`config.mk`:
```
export PLATFORM = sky130hd
export DESIGN_NAME = rv32i_writeback_arbiter
export DESIGN_NICKNAME = d
export VERILOG_FILES = /design/src/rtl/rv32i_wb_pkg.sv /design/src/rtl/rv32i_wb_fifo.sv /design/src/rtl/rv32i_writeback_arbiter.sv
export SDC_FILE = /design/constraint.sdc
export NUM_CORES = 1
export LEC_CHECK = 0
export ABC_AREA = 1
export BUFFER_PORTS_ARGS = -buffer_cell sky130_fd_sc_hd__buf_4
export CAP_MARGIN = 20
export CORE_ASPECT_RATIO = 1.5
export CORE_MARGIN = 5
export CORE_UTILIZATION = 35
export CTS_CLUSTER_DIAMETER = 40
export DETAILED_ROUTE_END_ITERATION = 8
export PLACE_DENSITY = 0.53
export RECOVER_POWER = 100
export SYNTH_ARGS = -nofsm -noshare
export SYNTH_HDL_FRONTEND = slang
export SYNTH_SLANG_ARGS = --single-unit
```
`constraint.sdc`:
```
create_clock -name clk -period 5.2 [get_ports clk]
set_input_delay 0.52 -clock clk [delete_from_list [all_inputs] [get_ports clk]]
set_output_delay 0.52 -clock clk [all_outputs]
set_load 0.05 [all_outputs]
```
`src/rtl/rv32i_wb_pkg.sv`:
```
// Shared types and default sizes for the RV32I register-file writeback path.
package rv32i_wb_pkg;

  localparam int DEF_NUM_OF_SETS    = 32;
  localparam int DEF_DATA_BUS_WIDTH = 32;
  localparam int DEF_MEM_FIFO_DEPTH = 4;
  localparam int WB_ADDR_W          = $clog2(DEF_NUM_OF_SETS);
  localparam int WB_DATA_W          = DEF_DATA_BUS_WIDTH;

  typedef struct packed {
    logic [WB_ADDR_W-1:0] rd;
    logic [WB_DATA_W-1:0] data;
  } wb_result_t;

  typedef enum logic [1:0] {
    SRC_NONE,
    SRC_ALU,
    SRC_MEM
  } wb_src_e;

endpackage

```
`src/rtl/rv32i_wb_fifo.sv`:
```
// Small FIFO of mem/load results; head is visible combinationally for arbitration.
module rv32i_wb_fifo
  import rv32i_wb_pkg::*;
#(
  parameter int DEPTH = DEF_MEM_FIFO_DEPTH
) (
  input  logic       clk,
  input  logic       rst,
  input  logic       push,
  input  wb_result_t push_data,
  input  logic       pop,
  output wb_result_t head,
  output logic       full,
  output logic       empty
);

  localparam int PW = $clog2(DEPTH);

  logic [PW:0] wr_ptr_reg;
  logic [PW:0] rd_ptr_reg;
  wb_result_t  mem_reg [DEPTH];
  logic        do_push;
  logic        do_pop;

  assign do_push = push && !full;
  assign do_pop  = pop && !empty;

  always_ff @(posedge clk or posedge rst) begin
    if (rst) begin
      wr_ptr_reg <= '0;
      rd_ptr_reg <= '0;
    end else begin
      if (do_push) wr_ptr_reg <= wr_ptr_reg + (PW+1)'(1);
      if (do_pop)  rd_ptr_reg <= rd_ptr_reg + (PW+1)'(1);
    end
  end

  // Storage carries no reset so it can map onto distributed RAM.
  always_ff @(posedge clk) begin
    if (do_push) mem_reg[wr_ptr_reg[PW-1:0]] <= push_data;
  end

  assign head  = mem_reg[rd_ptr_reg[PW-1:0]];
  assign empty = (wr_ptr_reg == rd_ptr_reg);
  assign full  = (wr_ptr_reg[PW] != rd_ptr_reg[PW]) &&
                 (wr_ptr_reg[PW-1:0] == rd_ptr_reg[PW-1:0]);

endmodule

```
`src/rtl/rv32i_writeback_arbiter.sv`:
```
// Merges ALU and buffered mem results onto the register-file write port and
// tracks outstanding destinations for decode's RAW stall.
module rv32i_writeback_arbiter
  import rv32i_wb_pkg::*;
#(
  parameter int NUM_OF_SETS    = DEF_NUM_OF_SETS,
  parameter int DATA_BUS_WIDTH = DEF_DATA_BUS_WIDTH,
  parameter int MEM_FIFO_DEPTH = DEF_MEM_FIFO_DEPTH,
  localparam int A             = $clog2(NUM_OF_SETS)
) (
  input  logic                      clk,
  input  logic                      rst,
  input  logic                      issue_valid,
  input  logic [A-1:0]              issue_rd,
  input  logic                      alu_valid,
  input  logic [A-1:0]              alu_rd,
  input  logic [DATA_BUS_WIDTH-1:0] alu_data,
  output logic                      alu_ready,
  input  logic                      mem_valid,
  input  logic [A-1:0]              mem_rd,
  input  logic [DATA_BUS_WIDTH-1:0] mem_data,
  output logic                      mem_ready,
  output logic                      wr_enable,
  output logic [A-1:0]              wr_addr,
  output logic [DATA_BUS_WIDTH-1:0] wr_data,
  output logic [NUM_OF_SETS-1:0]    pending,
  output logic                      fifo_full
);

  wb_src_e    src;
  wb_result_t win;
  wb_result_t fifo_head;
  logic       fifo_empty;
  logic       fifo_push;
  logic       fifo_pop;

  logic                      wr_enable_reg;
  logic [A-1:0]              wr_addr_reg;
  logic [DATA_BUS_WIDTH-1:0] wr_data_reg;
  logic [NUM_OF_SETS-1:0]    pending_reg;
  logic [NUM_OF_SETS-1:0]    pending_next;

  rv32i_wb_fifo #(
    .DEPTH (MEM_FIFO_DEPTH)
  ) u_fifo (
    .clk       (clk),
    .rst       (rst),
    .push      (fifo_push),
    .push_data (wb_result_t'{rd: mem_rd, data: mem_data}),
    .pop       (fifo_pop),
    .head      (fifo_head),
    .full      (fifo_full),
    .empty     (fifo_empty)
  );

  // A full FIFO preempts the ALU so mem results cannot starve.
  always_comb begin
    src       = SRC_NONE;
    win       = '0;
    alu_ready = !(fifo_full && !fifo_empty);
    if (fifo_full && !fifo_empty) src = SRC_MEM;
    else if (alu_valid)           src = SRC_ALU;
    else if (!fifo_empty)         src = SRC_MEM;
    case (src)
      SRC_ALU: win = wb_result_t'{rd: alu_rd, data: alu_data};
      SRC_MEM: win = fifo_head;
      default: win = '0;
    endcase
  end

  assign mem_ready = !fifo_full;
  assign fifo_push = mem_valid && mem_ready;
  assign fifo_pop  = (src == SRC_MEM);

  // x0 winners are consumed upstream but never reach the write port.
  always_ff @(posedge clk or posedge rst) begin
    if (rst) begin
      wr_enable_reg <= 1'b0;
      wr_addr_reg   <= '0;
      wr_data_reg   <= '0;
    end else begin
      wr_enable_reg <= (src != SRC_NONE) && (win.rd != '0);
      if ((src != SRC_NONE) && (win.rd != '0)) begin
        wr_addr_reg <= win.rd;
        wr_data_reg <= win.data;
      end
    end
  end

  // Set beats clear so a re-issue on the retiring edge stays pending.
  assign pending_next[0] = 1'b0;
  for (genvar gi = 1; gi < NUM_OF_SETS; gi++) begin : g_pending
    always_comb begin
      pending_next[gi] = pending_reg[gi];
      if (wr_enable_reg && (wr_addr_reg == A'(gi))) pending_next[gi] = 1'b0;
      if (issue_valid && (issue_rd == A'(gi)))      pending_next[gi] = 1'b1;
    end
  end

  always_ff @(posedge clk or posedge rst) begin
    if (rst) pending_reg <= '0;
    else     pending_reg <= pending_next;
  end

  assign wr_enable = wr_enable_reg;
  assign wr_addr   = wr_addr_reg;
  assign wr_data   = wr_data_reg;
  assign pending   = pending_reg;

endmodule

```
==> results of run 1 <==
-- final cells by class --
cell class                 count  area, um^2  area share [%]
multi-input combinational    602        2690            23.7
clock inverter                18         211            1.86
sequential                   223        6320            55.5
clock buffer                  32         714            6.28
tap                          337         422            3.70
timing repair buffer         165         811            7.12
inverter                      56         211            1.86
-- how the worst max path moves through the flow --
stage | start | to | slack [ps] | cells after the start
after floorplan | u_fifo.rd_ptr_reg[0]$_DFFE_PP0P_ | u_fifo.mem_reg[3][0]$_DFFE_PP_ | 1800 | 7
after global placement | u_fifo.rd_ptr_reg[1]$_DFFE_PP0P_ | wr_data[7]$_DFFE_PP0P_ | 1210 | 13
after detailed placement | u_fifo.rd_ptr_reg[1]$_DFFE_PP0P_ | wr_data[31]$_DFFE_PP0P_ | 1050 | 13
after CTS | u_fifo.rd_ptr_reg[1]$_DFFE_PP0P_ | wr_data[31]$_DFFE_PP0P_ | 1040 | 13
after global routing | u_fifo.rd_ptr_reg[1]$_DFFE_PP0P_ | wr_data[9]$_DFFE_PP0P_ | 600 | 13
final | u_fifo.rd_ptr_reg[1]$_DFFE_PP0P_ | u_fifo.mem_reg[3][33]$_DFFE_PP_ | 1060 | 6
-- metrics by stage --
stage                     setup WS (ps)  hold WS, ps  utilization, %
after floorplan                    1800          456               -
after global placement             1210          459            41.1
after detailed placement           1050          468            41.1
after CTS                          1040          131            44.6
after global routing                600          230            42.8
final                              1060          256            42.8
-- placed cells by master, fill, tap and decap left out, types with 2 or more instances in the layout --
cell	Yosys	routed
nand2_1	276	277
xor2_1	4	4
o22ai_1	32	32
clkbuf_8	0	2
o21ai_0	99	99
clkbuf_1	22	117
inv_1	54	53
inv_6	0	2
clkbuf_16	0	27
edfxtp_1	148	148
bufinv_16	0	4
nand3_1	45	45
nor2_1	96	96
nand4_1	2	2
clkinvlp_4	0	2
a21oi_1	33	33
buf_4	9	50
inv_2	2	2
clkinv_2	0	7
dfrtp_1	75	74
ha_2	0	2
ha_1	8	6
-- logic make-up (layout without fill, tap and decap cells) --
| family | after synthesis | count (layout) | synth area share (%) |
|---|---|---|---|
| simple gates | 422 | 422 | 17.4 |
| flops | 223 | 223 | 66.7 |
| compound gates | 167 | 167 | 9.40 |
| buf+inv | 108 | 271 | 5.02 |
| fa+ha+maj | 8 | 8 | 1.06 |
| xor+xnor | 4 | 4 | 0.370 |
| other cells | 1 | 1 | 0.0396 |
-- routing by layer --
layer,track usage (%),wire length [um],up-vias
met1,19.6,10100,3366
met2,31.4,14100,190
met5,0,0,-
li1,-,-,3410
met3,2.44,1520,28
met4,4.41,480,0
-- cells in the mapped netlist --
library cell,instances
a21o_2,1
a21oi_1,33
a32o_1,1
buf_1,7
buf_2,11
buf_4,9
buf_6,3
clkbuf_1,22
conb_1,1
dfrtp_1,75
edfxtp_1,148
ha_1,8
inv_1,54
inv_2,2
nand2_1,276
nand2_2,2
nand3_1,45
nand4_1,2
nor2_1,96
o21ai_0,99
o21bai_2,1
o22ai_1,32
or2_2,1
xor2_1,4
-- worst reg2reg max path, stage by stage, from the launching register on --
cell and delay [ps]:
dfrtp_1 870, nand2_1 120, nand4_1 140, a21o_2 150
nand2_1 180, nor2_1 460, clkbuf_1 1770
-- power by group through the flow --
stage          sequential, uW  combinational, uW  clock [uW]
5_1_grt                  2570               3200        2050
6_report                 2530               2880        1920
3_3_place_gp             2550               3060           0
4_1_cts                  2520               3090        1960
3_5_place_dp             2550               3090           0
2_1_floorplan            2910               1840           0
==> reports/results.ini, run 1 <==
[timing]
period_share_pct = 79.6
tightest_slew_ps = 2410
maxSlewViolCount = 209
hold_viol = 0
setup_viol = 0
period_needed_ps = 4140
finClkSkew_ps = 22.3
slew_headroom_pct = -60.9
fin_setup_tns_ps = 0
rsz0062_at_grt = false
fmax_ghz = 0.242

[worst_setup_path]
worst_r2r_endpoint = u_fifo.mem_reg[3][33]$_DFFE_PP_
critical_path_class = flip-flop to flip-flop
arrival_ps = 4220
reg2reg_from = u_fifo.rd_ptr_reg[1]$_DFFE_PP0P_
cpPeakStageDelay_ps = 1770
ff2ff_setup_slack_ps = 1060
crit_chain = nand2_1 -> nand4_1 -> a21o_2 -> nand2_1 -> nor2_1 -> clkbuf_1
cpLargestDelayFamily = buffers and inverters
cp_common_cell = nand2_1
endpoint_kind = flip-flop
worst_setup_path_start_kind = flip-flop
worst-path-buf-inv = 1
path_max_fanout = 33
reg2reg_depth = 6
worstPathRequired_ps = 5290
cp_slowest_cell = clkbuf_1

[min_path]
holdCritPathClass = primary input to flip-flop
min_path_cells = 1
hold_path.startpoint = mem_data[18]
holdPathEnd = u_fifo.mem_reg[0][18]$_DFFE_PP_

[cells_and_area]
design_area_um2 = 11400
largest_reg_flops = 148
diodes = 0
area_growth_pct = 20.1
nets = 1167
layout-drive-gt1-share_pct = 9.76
fin_cells = 1433
n_fill_cell = 2705

[place]
dpl-instance-area_um2 = 10900
port_buffers = 155
place_congestion = 0.844
dp_hpwl_mm = 16.9
dp_cells = 1383

[outcome]
status = finished with violations
violations = capacitance limit, slew limit

[power]
power.net_switching_uw = 3150
p_comb_share_pct = 39.3
leakagePower_uw = 0.00445
irDropWorstVdd_uv = 346
switching_share_pct = 43.0
seqPwrFrac_pct = 34.5
p_per_area_nw_per_um2 = 643
p_total_uw = 7330
internal_power_uw = 4180
p_clk_share_pct = 26.2

[global_route]
grtUsageTotal_pct = 16.7
grt_pass1_wl_mm = 39.8
overflow = 0
grt_max_degree = 77
grt_antenna_before_repair = 0
grt_pass1_vias = 7130

[detailed_routing]
firstDrtPassIters = 5
vias = 6994
ant_nets = 0
drtIter0Drc = 399
routedWlPerCell_um = 18.2
vias_per_cell = 4.88
drt_wl_total_mm = 26.2
drc = 0

[die]
rows = 73
start_util_pct = 35.7
core_um2 = 26600
dieArea_um2 = 30500
pin_count = 157
chipHeight_um = 212
die_x_um = 144

[job]
drv_cap = 6

[yosys]
yosysTopAreaCell = edfxtp_1
synthTopCellsByArea = edfxtp_1 47%, dfrtp_1 20%, nand2_1 11%
ys_seq_area_share_pct = 66.7
synth_nets = 1025
ys.warnings.count = 0
ys_seq_elements = 223
ys_types = 24
synth.top_cell.area_share_pct = 46.9
netlist_area_um2 = 9480
syn_inst = 933
postSynthAreaPerCell_um2 = 10.2

[clock_network]
cts.path.max_buffers = 3
worstSkewPairLatency_ps = 530
root_buffer = clkbuf_16
cts_sinks = 223
tritoncts = done
cts.clk_slew.worst_paths_ps = 60
htree_levels = 1
hold_buffers = 0
cts_buffers = 27
ctsResizeCount = 0
post_cts_buffers = 0

(Power assumes the default switching activity.)
==> run 2, diff against run 1 <==
--- a/config.mk
+++ b/config.mk
@@ -13,7 +13,7 @@
 export CORE_UTILIZATION = 35
 export CTS_CLUSTER_DIAMETER = 40
 export DETAILED_ROUTE_END_ITERATION = 8
-export PLACE_DENSITY = 0.53
+export PLACE_DENSITY = 0.55
 export RECOVER_POWER = 100
 export SYNTH_ARGS = -nofsm -noshare
 export SYNTH_HDL_FRONTEND = slang
==> constraint.sdc (replaced) <==
create_clock -name clk -period 3.5 [get_ports clk]
set_input_delay 0.35 -clock clk [delete_from_list [all_inputs] [get_ports clk]]
set_output_delay 0.35 -clock clk [all_outputs]
set_load 0.05 [all_outputs]
==> reports/results.ini, run 2 (synthesis gave the netlist of run 1 again) <==
[worst_setup_path]
arrival_ps = 3360
worst_r2r_endpoint = u_fifo.mem_reg[2][33]$_DFFE_PP_
reg2reg_depth = 7
path_max_fanout = 22
critical_path_class = flip-flop to flip-flop
worst_setup_path_start_kind = flip-flop
endpoint_kind = flip-flop
reg2reg_from = u_fifo.rd_ptr_reg[0]$_DFFE_PP0P_
ff2ff_setup_slack_ps = 350
worstPathRequired_ps = 3710

[cells_and_area]
final_common_cell = nand2_1
fin_cells = 1447
largest_reg_flops = 148
layout-drive-gt1-share_pct = 10.5
design_area_um2 = 11600
nets = 1180
diodes = 0
layout_common_cells = 277 x nand2_1, 148 x edfxtp_1, 114 x clkbuf_1
area_growth_pct = 21.9
n_fill_cell = 2632

[timing]
hold_viol = 0
whs_ps = 99.7
period_needed_ps = 3150
fin_setup_tns_ps = 0
setup_viol = 0
rsz0062_at_grt = false
maxSlewViolCount = 16
tightest_slew_ps = 1780
period_share_pct = 90.1
slew_headroom_pct = -19.1
finClkSkew_ps = 13.9
fmax_ghz = 0.317

[min_path]
hold_path.startpoint = mem_data[7]
holdCritPathClass = primary input to flip-flop
holdPathEnd = u_fifo.mem_reg[0][7]$_DFFE_PP_
min_path_cells = 1

[die]
chipHeight_um = 212
dieArea_um2 = 30500
die_x_um = 144
rows = 73
pin_count = 157
core_um2 = 26600
start_util_pct = 35.7

[clock_network]
cts.path.max_buffers = 3
cts_sinks = 223
worstSkewPairLatency_ps = 530
tritoncts = done
cts.clk_slew.worst_paths_ps = 60
root_buffer = clkbuf_16
ctsResizeCount = 0
cts_buffers = 28
htree_levels = 1

[power]
switching_share_pct = 43.0
p_clk_share_pct = 26.0
irDropWorstVdd_uv = 449
internal_power_uw = 6280
leakagePower_uw = 0.00453
p_per_area_nw_per_um2 = 952
power.net_switching_uw = 4730
seqPwrFrac_pct = 33.6
p_comb_share_pct = 40.4

[global_route]
grt_max_degree = 75
grtUsageTotal_pct = 16.6
grt_pass1_vias = 7143
grt_antenna_before_repair = 0
grt_pass1_wl_mm = 39.6
overflow = 0

[detailed_routing]
drtIter0Drc = 299
ant_nets = 0
firstDrtPassIters = 5
vias_per_cell = 4.82
drc = 0
drt_wl_total_mm = 26.0
vias = 6978
routedWlPerCell_um = 18.0

[place]
dp_cells = 1392
place_congestion = 0.856
dpl-instance-area_um2 = 11000
port_buffers = 155
dp_hpwl_mm = 17.5

[outcome]
violations = capacitance limit, slew limit
status = finished with violations

[job]
drv_cap = 1

## run 2: cell types whose count changed in the layout (fill, tap and decap cells not counted), sizes merged
cell         delta
inv             -1
clkinv          +3
bufinv          -1
dlygate4sd3     +2
clkinvlp        +1
clkbuf          -1
buf            +11
## run 2: critical path, cell delays in order, from the launching register on
cell and delay, ps:
dfrtp_1 490, inv_1 120, nand2_1 60, nand4_1 110, a21o_2 150, nand2_1 200, nor2_1 1380, buf_12 290
## run 2: metrics by stage
| step | total power, uW | setup WS (ps) | util [%] |
|---|---|---|---|
| 2_1_floorplan | 7060 | 98.9 | - |
| 3_3_place_gp | 8480 | 655 | 41.4 |
| 3_5_place_dp | 8530 | 543 | 41.6 |
| 4_1_cts | 11400 | 526 | 45.2 |
| 5_1_grt | 11700 | 163 | 43.5 |
| 6_report | 11000 | 347 | 43.5 |
## run 2: worst max path at each step
stage,from,endpoint,slack [ps],cells after the start
2_1_floorplan,u_fifo.rd_ptr_reg[0]$_DFFE_PP0P_,u_fifo.mem_reg[3][0]$_DFFE_PP_,100,7
3_3_place_gp,u_fifo.rd_ptr_reg[0]$_DFFE_PP0P_,wr_data[24]$_DFFE_PP0P_,660,14
3_5_place_dp,u_fifo.wr_ptr_reg[0]$_DFFE_PP0P_,wr_data[23]$_DFFE_PP0P_,540,15
4_1_cts,u_fifo.wr_ptr_reg[0]$_DFFE_PP0P_,wr_data[23]$_DFFE_PP0P_,530,15
5_1_grt,u_fifo.rd_ptr_reg[0]$_DFFE_PP0P_,wr_data[23]$_DFFE_PP0P_,160,15
6_report,u_fifo.rd_ptr_reg[0]$_DFFE_PP0P_,u_fifo.mem_reg[2][33]$_DFFE_PP_,350,7
## run 2: area by class of cell
type / instances / area (um^2) / area share (%)
clock buffers: 32 / 747 / 6.46
multi-input cells: 602 / 2690 / 23.3
clock inverters: 20 / 200 / 1.73
repair buffers: 177 / 968 / 8.38
inverters: 56 / 211 / 1.83
well taps: 337 / 422 / 3.65
flip-flops and latches: 223 / 6320 / 54.7
## run 2: layer usage
layer	vias up	part of all wire, %	track usage (%)
met5	-	0	0
met4	0	1.8	4.41
met3	28	6.6	2.35
met2	223	52	30.3
met1	3286	39	20.4
li1	3441	-	-
## run 2: repair_timing
item	in CTS	in global routing
hold buffers	1	1
endpoints found under the hold margin	15	3
buffers inserted	0	0
## run 2: power by group through the flow
stage | Combinational (uW) | Clock [uW] | Sequential, uW
6_report | 4450 | 2860 | 3700
5_1_grt | 4920 | 3050 | 3760
4_1_cts | 4800 | 2920 | 3700
3_5_place_dp | 4780 | 0 | 3750
3_3_place_gp | 4730 | 0 | 3740
2_1_floorplan | 2730 | 0 | 4330
